## src/rtl/font_text_pkg.sv

```systemverilog
// Shared geometry, FSM encoding and cell-slice helper for the 16x12 font text scheduler.
package font_text_pkg;

    localparam int C_COLS   = 16;
    localparam int C_ROWS   = 12;
    localparam int C_CELLS  = C_COLS * C_ROWS;
    localparam int C_CELL_W = 5;
    localparam int C_ADR_W  = 8;
    localparam int C_BUF_W  = C_CELLS * C_CELL_W;

    typedef enum logic {
        IDLE  = 1'b0,
        CLEAR = 1'b1
    } fsm_t;

    // LSB of cell n inside the flat buffer; bit 4 of each cell is DISP_ON
    function automatic int cell_lsb(input int n);
        return n * C_CELL_W;
    endfunction

endpackage

```

## src/rtl/font_text_sched_if.sv

```systemverilog
// Bundle of the text scheduler's requester, control and display signals.
interface font_text_sched_if;
    import font_text_pkg::*;

    logic                 PX_CK_EE_i;
    logic [10:0]          HCTRs_i;
    logic [10:0]          VCTRs_i;
    logic                 A_REQ_i;
    logic [C_ADR_W-1:0]   A_ADRs_i;
    logic [C_CELL_W-1:0]  A_DATs_i;
    logic                 A_GNT_o;
    logic                 B_REQ_i;
    logic [C_ADR_W-1:0]   B_ADRs_i;
    logic [C_CELL_W-1:0]  B_DATs_i;
    logic                 B_GNT_o;
    logic                 CLR_REQ_i;
    logic                 COMMIT_REQ_i;
    logic                 BUSY_o;
    logic                 COMMIT_PEND_o;
    logic                 FRAME_o;
    logic                 ERR_o;
    logic [C_BUF_W-1:0]   DATss_o;

    modport slave (
        input  PX_CK_EE_i, HCTRs_i, VCTRs_i,
        input  A_REQ_i, A_ADRs_i, A_DATs_i,
        input  B_REQ_i, B_ADRs_i, B_DATs_i,
        input  CLR_REQ_i, COMMIT_REQ_i,
        output A_GNT_o, B_GNT_o, BUSY_o, COMMIT_PEND_o, FRAME_o, ERR_o, DATss_o
    );

    modport master (
        output PX_CK_EE_i, HCTRs_i, VCTRs_i,
        output A_REQ_i, A_ADRs_i, A_DATs_i,
        output B_REQ_i, B_ADRs_i, B_DATs_i,
        output CLR_REQ_i, COMMIT_REQ_i,
        input  A_GNT_o, B_GNT_o, BUSY_o, COMMIT_PEND_o, FRAME_o, ERR_o, DATss_o
    );

endinterface

```

## src/rtl/font_text_rr_arb.sv

```systemverilog
// Two-way round-robin arbiter; grant is combinational, pointer moves only on a grant.
module font_text_rr_arb (
    input  logic       i_clk,
    input  logic       i_rst,
    input  logic       i_en,
    input  logic [1:0] i_req,
    output logic [1:0] o_gnt
);

    // 1 means B was granted most recently, so A wins the next tie
    logic       r_last_b;
    logic [1:0] w_req;

    assign w_req = i_req & {2{i_en}};

    always_comb begin
        o_gnt = w_req;
        if (w_req == 2'b11)
            o_gnt = r_last_b ? 2'b01 : 2'b10;
    end

    always_ff @(posedge i_clk) begin
        if (i_rst)
            r_last_b <= 1'b1;
        else if (|o_gnt)
            r_last_b <= o_gnt[1];
    end

endmodule

```

## src/rtl/font_text_sched.sv

```systemverilog
// Shadow/display text buffer scheduler: arbitrated writes, clear sequencer, frame-boundary commit.
// Optional FONT_TEXT_AUTO_COMMIT_EN: commit any dirty shadow at each boundary without a request.
module font_text_sched
    import font_text_pkg::*;
#(
    parameter int              C_COMMIT_LINE = 0,
    parameter logic [4:0]      C_CLR_VAL     = 5'b0_0000
) (
    input logic                CK_i,
    input logic                SRST_i,
    font_text_sched_if.slave   bus
);

    localparam logic [C_ADR_W-1:0] C_LAST_CELL = C_ADR_W'(C_CELLS - 1);

    fsm_t                  r_state, w_state_nxt;
    logic [C_ADR_W-1:0]    r_clr_cnt;
    logic [C_BUF_W-1:0]    r_shadow;
    logic [C_BUF_W-1:0]    r_disp;
    logic                  r_pend;
    logic                  r_frame;
    logic                  r_err;

    logic [1:0]            w_gnt;
    logic                  w_idle;
    logic [C_ADR_W-1:0]    w_wr_adr;
    logic [C_CELL_W-1:0]   w_wr_dat;
    logic                  w_bad;
    logic                  w_sh_we;
    logic [C_ADR_W-1:0]    w_sh_adr;
    logic [C_CELL_W-1:0]   w_sh_dat;
    logic                  w_evt;
    logic                  w_want;
    logic                  w_commit;

    assign w_idle = (r_state == IDLE);

    font_text_rr_arb u_arb (
        .i_clk (CK_i),
        .i_rst (SRST_i),
        .i_en  (w_idle),
        .i_req ({bus.B_REQ_i, bus.A_REQ_i}),
        .o_gnt (w_gnt)
    );

    always_comb begin
        w_wr_adr = bus.A_ADRs_i;
        w_wr_dat = bus.A_DATs_i;
        if (w_gnt[1]) begin
            w_wr_adr = bus.B_ADRs_i;
            w_wr_dat = bus.B_DATs_i;
        end
    end

    assign w_bad = (|w_gnt) && (w_wr_adr > C_LAST_CELL);

    // Single shadow write port: clear and granted writes never overlap
    always_comb begin
        w_sh_we  = 1'b0;
        w_sh_adr = w_wr_adr;
        w_sh_dat = w_wr_dat;
        if (r_state == CLEAR) begin
            w_sh_we  = 1'b1;
            w_sh_adr = r_clr_cnt;
            w_sh_dat = C_CLR_VAL;
        end else if ((|w_gnt) && !w_bad) begin
            w_sh_we  = 1'b1;
        end
    end

    always_comb begin
        w_state_nxt = r_state;
        case (r_state)
            IDLE:    if (bus.CLR_REQ_i)           w_state_nxt = CLEAR;
            CLEAR:   if (r_clr_cnt == C_LAST_CELL) w_state_nxt = IDLE;
            default:                               w_state_nxt = IDLE;
        endcase
    end

    always_ff @(posedge CK_i) begin
        if (SRST_i) begin
            r_state   <= IDLE;
            r_clr_cnt <= '0;
        end else begin
            r_state   <= w_state_nxt;
            r_clr_cnt <= (r_state == CLEAR && r_clr_cnt != C_LAST_CELL) ? r_clr_cnt + 1'b1 : '0;
        end
    end

    always_ff @(posedge CK_i) begin
        if (SRST_i)
            r_shadow <= '0;
        else if (w_sh_we)
            r_shadow[cell_lsb(int'(w_sh_adr)) +: C_CELL_W] <= w_sh_dat;
    end

    assign w_evt = bus.PX_CK_EE_i && (bus.HCTRs_i == 11'd0) &&
                   (bus.VCTRs_i == 11'(C_COMMIT_LINE));

`ifdef FONT_TEXT_AUTO_COMMIT_EN
    logic r_dirty;

    // A write landing in the commit cycle is not in the copy, so it keeps dirty set
    always_ff @(posedge CK_i) begin
        if (SRST_i)
            r_dirty <= 1'b0;
        else
            r_dirty <= w_sh_we || (r_dirty && !w_commit);
    end

    assign w_want = r_pend || bus.COMMIT_REQ_i || r_dirty;
`else
    assign w_want = r_pend || bus.COMMIT_REQ_i;
`endif

    // Copy uses the pre-edge shadow, so a same-cycle write waits for the next commit
    assign w_commit = w_evt && w_idle && w_want;

    always_ff @(posedge CK_i) begin
        if (SRST_i) begin
            r_disp  <= '0;
            r_pend  <= 1'b0;
            r_frame <= 1'b0;
            r_err   <= 1'b0;
        end else begin
            if (w_commit)
                r_disp <= r_shadow;
            if (w_commit)
                r_pend <= 1'b0;
            else if (bus.COMMIT_REQ_i)
                r_pend <= 1'b1;
            r_frame <= w_commit;
            r_err   <= r_err || w_bad;
        end
    end

    assign bus.A_GNT_o       = w_gnt[0];
    assign bus.B_GNT_o       = w_gnt[1];
    assign bus.BUSY_o        = (r_state == CLEAR);
    assign bus.COMMIT_PEND_o = r_pend;
    assign bus.FRAME_o       = r_frame;
    assign bus.ERR_o         = r_err;
    assign bus.DATss_o       = r_disp;

endmodule

```

## src/flat_wrapper.sv

```systemverilog
// flat-port wrapper written by rule: the top's interface ports become plain ports
module font_text_sched_flat import font_text_pkg::*;
#(
    parameter int              C_COMMIT_LINE = 0,
    parameter logic [4:0]      C_CLR_VAL     = 5'b0_0000
)
  (CK_i, SRST_i, bus_PX_CK_EE_i, bus_HCTRs_i, bus_VCTRs_i, bus_A_REQ_i, bus_A_ADRs_i, bus_A_DATs_i, bus_B_REQ_i, bus_B_ADRs_i, bus_B_DATs_i, bus_CLR_REQ_i, bus_COMMIT_REQ_i, bus_A_GNT_o, bus_B_GNT_o, bus_BUSY_o, bus_COMMIT_PEND_o, bus_FRAME_o, bus_ERR_o, bus_DATss_o);
  font_text_sched_if bus_i ();
  input logic CK_i;
  input logic SRST_i;
  input wire logic [$bits(bus_i.PX_CK_EE_i)-1:0] bus_PX_CK_EE_i;
  input wire logic [$bits(bus_i.HCTRs_i)-1:0] bus_HCTRs_i;
  input wire logic [$bits(bus_i.VCTRs_i)-1:0] bus_VCTRs_i;
  input wire logic [$bits(bus_i.A_REQ_i)-1:0] bus_A_REQ_i;
  input wire logic [$bits(bus_i.A_ADRs_i)-1:0] bus_A_ADRs_i;
  input wire logic [$bits(bus_i.A_DATs_i)-1:0] bus_A_DATs_i;
  input wire logic [$bits(bus_i.B_REQ_i)-1:0] bus_B_REQ_i;
  input wire logic [$bits(bus_i.B_ADRs_i)-1:0] bus_B_ADRs_i;
  input wire logic [$bits(bus_i.B_DATs_i)-1:0] bus_B_DATs_i;
  input wire logic [$bits(bus_i.CLR_REQ_i)-1:0] bus_CLR_REQ_i;
  input wire logic [$bits(bus_i.COMMIT_REQ_i)-1:0] bus_COMMIT_REQ_i;
  output wire logic [$bits(bus_i.A_GNT_o)-1:0] bus_A_GNT_o;
  output wire logic [$bits(bus_i.B_GNT_o)-1:0] bus_B_GNT_o;
  output wire logic [$bits(bus_i.BUSY_o)-1:0] bus_BUSY_o;
  output wire logic [$bits(bus_i.COMMIT_PEND_o)-1:0] bus_COMMIT_PEND_o;
  output wire logic [$bits(bus_i.FRAME_o)-1:0] bus_FRAME_o;
  output wire logic [$bits(bus_i.ERR_o)-1:0] bus_ERR_o;
  output wire logic [$bits(bus_i.DATss_o)-1:0] bus_DATss_o;
  assign bus_i.PX_CK_EE_i = bus_PX_CK_EE_i;
  assign bus_i.HCTRs_i = bus_HCTRs_i;
  assign bus_i.VCTRs_i = bus_VCTRs_i;
  assign bus_i.A_REQ_i = bus_A_REQ_i;
  assign bus_i.A_ADRs_i = bus_A_ADRs_i;
  assign bus_i.A_DATs_i = bus_A_DATs_i;
  assign bus_i.B_REQ_i = bus_B_REQ_i;
  assign bus_i.B_ADRs_i = bus_B_ADRs_i;
  assign bus_i.B_DATs_i = bus_B_DATs_i;
  assign bus_i.CLR_REQ_i = bus_CLR_REQ_i;
  assign bus_i.COMMIT_REQ_i = bus_COMMIT_REQ_i;
  assign bus_A_GNT_o = bus_i.A_GNT_o;
  assign bus_B_GNT_o = bus_i.B_GNT_o;
  assign bus_BUSY_o = bus_i.BUSY_o;
  assign bus_COMMIT_PEND_o = bus_i.COMMIT_PEND_o;
  assign bus_FRAME_o = bus_i.FRAME_o;
  assign bus_ERR_o = bus_i.ERR_o;
  assign bus_DATss_o = bus_i.DATss_o;
  font_text_sched #(.C_COMMIT_LINE(C_COMMIT_LINE), .C_CLR_VAL(C_CLR_VAL)) u_core (.CK_i(CK_i), .SRST_i(SRST_i), .bus(bus_i));
endmodule
```

## config.mk

```make
export PLATFORM = sky130hd
export DESIGN_NAME = font_text_sched_flat
export DESIGN_NICKNAME = d
export VERILOG_FILES = /design/src/rtl/font_text_pkg.sv /design/src/rtl/font_text_sched_if.sv /design/src/rtl/font_text_rr_arb.sv /design/src/rtl/font_text_sched.sv /design/src/flat_wrapper.sv
export SDC_FILE = /design/constraint.sdc
export NUM_CORES = 2
export LEC_CHECK = 0
export CORE_UTILIZATION = 30
export CTS_CLUSTER_DIAMETER = 40
export CTS_CLUSTER_SIZE = 12
export DETAILED_ROUTE_END_ITERATION = 8
export PLACE_DENSITY = 0.49
export SYNTH_ARGS = -nofsm -noshare
export SYNTH_HDL_FRONTEND = slang
export SYNTH_HIERARCHICAL = 1
export SYNTH_SLANG_ARGS = --single-unit
```

## constraint.sdc

```tcl
create_clock -name CK_i -period 5.4 [get_ports CK_i]
set_clock_uncertainty 0.2 [all_clocks]
set_input_delay 0.81 -clock CK_i [delete_from_list [all_inputs] [get_ports CK_i]]
set_output_delay 0.81 -clock CK_i [all_outputs]
set_load 0.03 [all_outputs]
```

# Word-level counts from Yosys, hierarchy flattened
# Index checks and enable logic that the tools add are counted.
# word_totals
regBits,1933
input_bits,55
output_inout_bits,966
# op_classes
n_addsub,2
mul,1
n_lt_le_gt_ge,1
eq_ne,3
n_shift,2
mux,12
bitwise_logic,3
reduce_logical,15
# op_table
op,count
960-bit bitwise mux,1
"5-bit by 33-bit variable shift with 960-bit output, first input constant",1
5-bit by 33-bit variable part select with 960-bit output,1
32-bit negator with 33-bit output,1
11-bit logical NOT,2
8-bit 2-to-1 mux,2
"8-bit by 3-bit multiplier with 11-bit output, second input constant",1
5-bit 2-to-1 mux,2
"8-bit by 1-bit adder with 8-bit output, second input constant",1
"8-bit equality test, second input constant",1
"8-bit > comparator, second input constant",1
"8-bit inequality test, second input constant",1
1-bit logical AND,7
2-bit OR reduction,3
1-bit 2-to-1 mux,4
2-bit 2-to-1 mux,2
2-bit bitwise AND,1
"2-bit equality test, second input constant",1
1-bit logical OR,2
1-bit inverter,2
1-bit one-hot mux with 2 select lines,1
1-bit logical NOT,1

# Longest topological paths before layout
# logic_depth
ltp_word,11
ltp_mapped,19

# Hierarchy
# Netlist, hierarchy kept.
# modules_own_cells
module,n_inst,cells_per_inst,area_per_inst_um2
font_text_sched,1,7712,71619.9
font_text_rr_arb,1,8,58.8

# Least setup slack after synthesis
# OpenSTA, ideal clock, no wires.
# synth_timing
path_type,input port to flip-flop
start,in bus_B_REQ_i
end,reg u_core.r_shadow[165]
setup_time_ns,0.132
t_arrival_ns,4.396
required_time_ns,5.068
path_slack_ns,0.672
path_stages,14
path_buffers,2
cell_sequence,nand2_1 a21oi_1 buf_6 mux2i_1 o21ai_4 inv_2 ha_1 clkbuf_1 o211a_2 a211oi_1 nand2_4 a311oi_4 nand2_4 mux2i_1
# synth_between
elab_chain_cells,10
# synth_rtl
item,line,rtl
"start, declared",flat_wrapper.sv:17,input wire logic [$bits(bus_i.B_REQ_i)-1:0] bus_B_REQ_i;
2-bit bitwise AND (*),font_text_rr_arb.sv:14,assign w_req = i_req & {2{i_en}};
2-bit equality test,font_text_rr_arb.sv:18,if (w_req == 2'b11)
2-bit 2-to-1 mux (*),font_text_rr_arb.sv:18,
net bus_B_GNT_o,flat_wrapper.sv:23,output wire logic [$bits(bus_i.B_GNT_o)-1:0] bus_B_GNT_o;
branches (longest 7 deep; another with 32-bit negator with 33-bit output),-,
"end signal, assigned by index",font_text_sched.sv:94,r_shadow[cell_lsb(int'(w_sh_adr)) +: C_CELL_W] <= w_sh_dat;
"end, declared",font_text_sched.sv:18,logic [C_BUF_W-1:0] r_shadow;
# Mark *: on every way through the listed nets, which the timed path passes.
# A chain may end at the register's enable or synchronous reset.

# Worst setup path in the final report
# layout_timing
start,in bus_B_REQ_i
end,reg u_core.r_shadow[865]
# layout_between
elab_chain_cells,10
# layout_rtl
item,line
2-bit bitwise AND (*),font_text_rr_arb.sv:14
2-bit equality test,font_text_rr_arb.sv:18
2-bit 2-to-1 mux (*),font_text_rr_arb.sv:18
branches (longest 7 deep; another with 32-bit negator with 33-bit output),-
# Every way passes the cells marked *.

==> reports/metrics.cfg <==
[status]
status = complete, no violations

[synthesis]
syn_nets = 7777
yosysUniqueCellTypes = 72
ys_ff_latch = 1933
synth-compound-area-share = 0.0821
yosysTopAreaCellShare = 0.540
synth.area.top_cells = dfxtp_1 (54%), mux2i_1 (13%), nand2_1 (10%), nand2b_1 (7.1%), a21oi_1 (6.7%)
yosysMostFrequentCell = nand2_1
synth_fa_ha_area_frac = 0.000349
synth_xor_xnor_area_share = 0.000978
syn_avg_cell_area_um2 = 9.28
async_reset_ff_frac = 0
ys.flop_type = dfxtp_1
yosys.area_share.simple = 0.215
synth_edf_count = 0
synth_top_family_by_area = simple AND/OR/NAND/NOR gates
synth_cells = 7720
synth_common_cells = nand2_1 (1952), dfxtp_1 (1933), a21oi_1 (966), mux2i_1 (916), nand2b_1 (815)
synth_warnings = 6
synth.area.mux_share = 0.129
synth_area_um2 = 71700
yosysSeqAreaShare = 0.540
yosys.area.top_type = dfxtp_1

[detailed_routing]
via_per_inst = 4.74
met3_length_um = 15000
wl_per_cell_um = 21.9
ant_nets = 0
topRoutingLayerUsed = met4
wl_met1_um = 120000
firstDrtPassIters = 5
drc = 0
drt_iter0_drc = 4124
vias = 57252
drt-total-wl_um = 265000
routed-wl-met2_um = 122000

[clocking]
htreeDepth = 5
clkSlewWorstSetupHoldPaths_ns = 0.06
cts_resized = 0
cts_root_buf = clkbuf_16
cts_buffer_depth = 4
clk_latency_ns = 0.97
cts_tree = built
cts_hold_buf = 0
clock_sinks = 1933
post_cts_buffers = 0
cts_buffers = 323

[critical_path]
arrival_ns = 5.31
cp_max_fo = 16
timing_worst_setup_path_type = input port to flop
worstRegToRegCells = 15
critPathCaptureType = flop
cp.required_ns = 6.01
cp-start-kind = input port

[finish]
fillerInstances = 23388
area_delta_synth_final_pct = 34.9
drive_above_1_share = 0.106
nets = 8724

[place]
post-dp-hpwl_um = 175000
place.gp.congestion = 0.826
port_buffers = 1020
place_ws_ns = -0.262

[power_and_ir_drop]
leakage_uw = 0.0374
power.density_nw_per_um2 = 383
peakVddDrop_mv = 0.243
finalPower_uw = 37000

[sta]
fin_ws_ns = 0.699
hold_violations = 0
period_share = 0.871
post-route-min-period_ns = 4.70
relSlewSlack = 0.159
tightest_slew_ns = 1.26
max_freq_mhz = 213
finalSetupViolCount = 0
slew_viol_final = 0
holdWs_ns = 0.169
rsz0062_at_grt = no

[floorplanning]
die_height_um = 491
ios = 1021
dieArea_um2 = 241000
die_x_um = 491
core_area_um2 = 238000
rows = 179
start_util = 0.302

[global_route]
grt_pass1_vias = 56030
grt_antenna_before_repair = 12
grt_max_degree = 258
grt_pass1_wl_um = 383000
grt.overflow.total = 0
grt_use_total = 0.212

[flow_run]
maxCapViolations = 0

[worst_hold_path]
worstHoldPathCells = 2
hold_class = input port to flop

## logic make-up (layout without fill, tap and decap cells)
group,count (synthesis),after routing
and+or+nand+nor,3174,3174
DFF,1933,1933
AOI/OAI and AO/OA,1094,1094
muxes,919,919
buffers and inverters,590,1786
xor gates and xnor gates,8,8
adders and majority gates,2,2
other,0,7
## metrics by stage
stage | TNS (ns) | std cells | utilization | area, um^2
final | 0 | 12090 | 0.407 | 96700
after CTS | 0 | 12083 | 0.407 | 96700
after floorplan | 0 | 7720 | - | 71700
after global placement | -10.04 | 11509 | 0.361 | 85700
after global routing | 0 | 12089 | 0.407 | 96700
after detailed placement | -12.92 | 11509 | 0.361 | 85700
## cell type report
cell class,instances,area [um^2],area share
multi-input cells,5197,30800,0.318
diodes,7,17.5,0.000181
well taps,3167,3960,0.0410
flip-flops and latches,1933,38700,0.400
inverters,8,30.0,0.000311
clock inverters,195,2250,0.0233
repair buffers,1204,12300,0.127
clock buffers,379,8700,0.0900
## placed cells by master, fill, tap and decap left out, types with 6 or more instances in the layout
cell,synthesis,routed
nand2_1,1952,1951
dfxtp_1,1933,1932
clkdlybuf4s50_1,0,1019
a21oi_1,966,965
mux2i_1,916,916
nand2b_1,815,815
clkbuf_16,0,328
buf_4,13,130
nor2_1,127,119
o21ai_0,58,57
nand3b_1,55,55
nand3_2,54,54
buf_12,0,54
clkinv_2,0,47
nand2_2,40,41
clkinvlp_4,0,39
nand3_1,37,36
inv_6,0,35
bufinv_16,0,33
clkinv_4,0,32
clkbuf_8,0,30
clkbuf_1,533,21
nand3_4,20,21
nor4_4,15,15
nor2_4,1,14
nand4_1,11,11
a211oi_4,8,10
nand2_4,9,9
o211ai_1,8,8
diode_2,0,7
inv_1,7,7
o21a_1,7,7
o21ai_2,4,6
nor3_1,7,6
## registers in the layout, summed over array words and instances (netlist names)
name / count
u_core/bus.BUSY_o: 1
u_core/bus.COMMIT_PEND_o: 1
u_core/bus.DATss_o: 960
u_core/bus.ERR_o: 1
u_core/bus.FRAME_o: 1
u_core/r_clr_cnt: 8
u_core/r_shadow: 960
u_core/u_arb/r_last_b: 1
## power breakdown
part	switching, uW	internal, uW
clock network	7510	13200
logic	1450	547
registers	17.7	14300
total	8980	28100
## worst max-delay path: stages
cell and delay [ns]:
clkdlybuf4s50_1 0.51, nand2_1 0.08, a21oi_2 0.48, mux2i_1 0.16
buf_4 0.16, o21ai_2 0.29, inv_1 0.11, ha_1 0.26
o211a_2 0.19, nand3_1 0.21, o2111ai_1 0.13, buf_4 0.18
nor2_4 0.87, nand3_1 0.53, mux2i_1 0.29
## routing by layer
| layer | up-vias | GRT usage |
|---|---|---|
| li1 | 27360 | - |
| met1 | 27845 | 0.283 |
| met2 | 1695 | 0.339 |
| met3 | 352 | 0.0412 |
| met4 | 0 | 0.0731 |
| met5 | - | 0 |
## path summary, 6_finish.rpt
kind | start | endpoint | slack (ns)
setup / recovery | bus_B_REQ_i | u_core/r_shadow[865] | 0.70
hold / removal | SRST_i | u_core/bus.DATss_o[344] | 0.17
setup reg to reg | u_core/bus.BUSY_o | u_core/r_shadow[865] | 0.76
hold reg to reg | u_core/r_shadow[32] | u_core/bus.DATss_o[32] | 0.20
(Power assumes the default switching activity.)
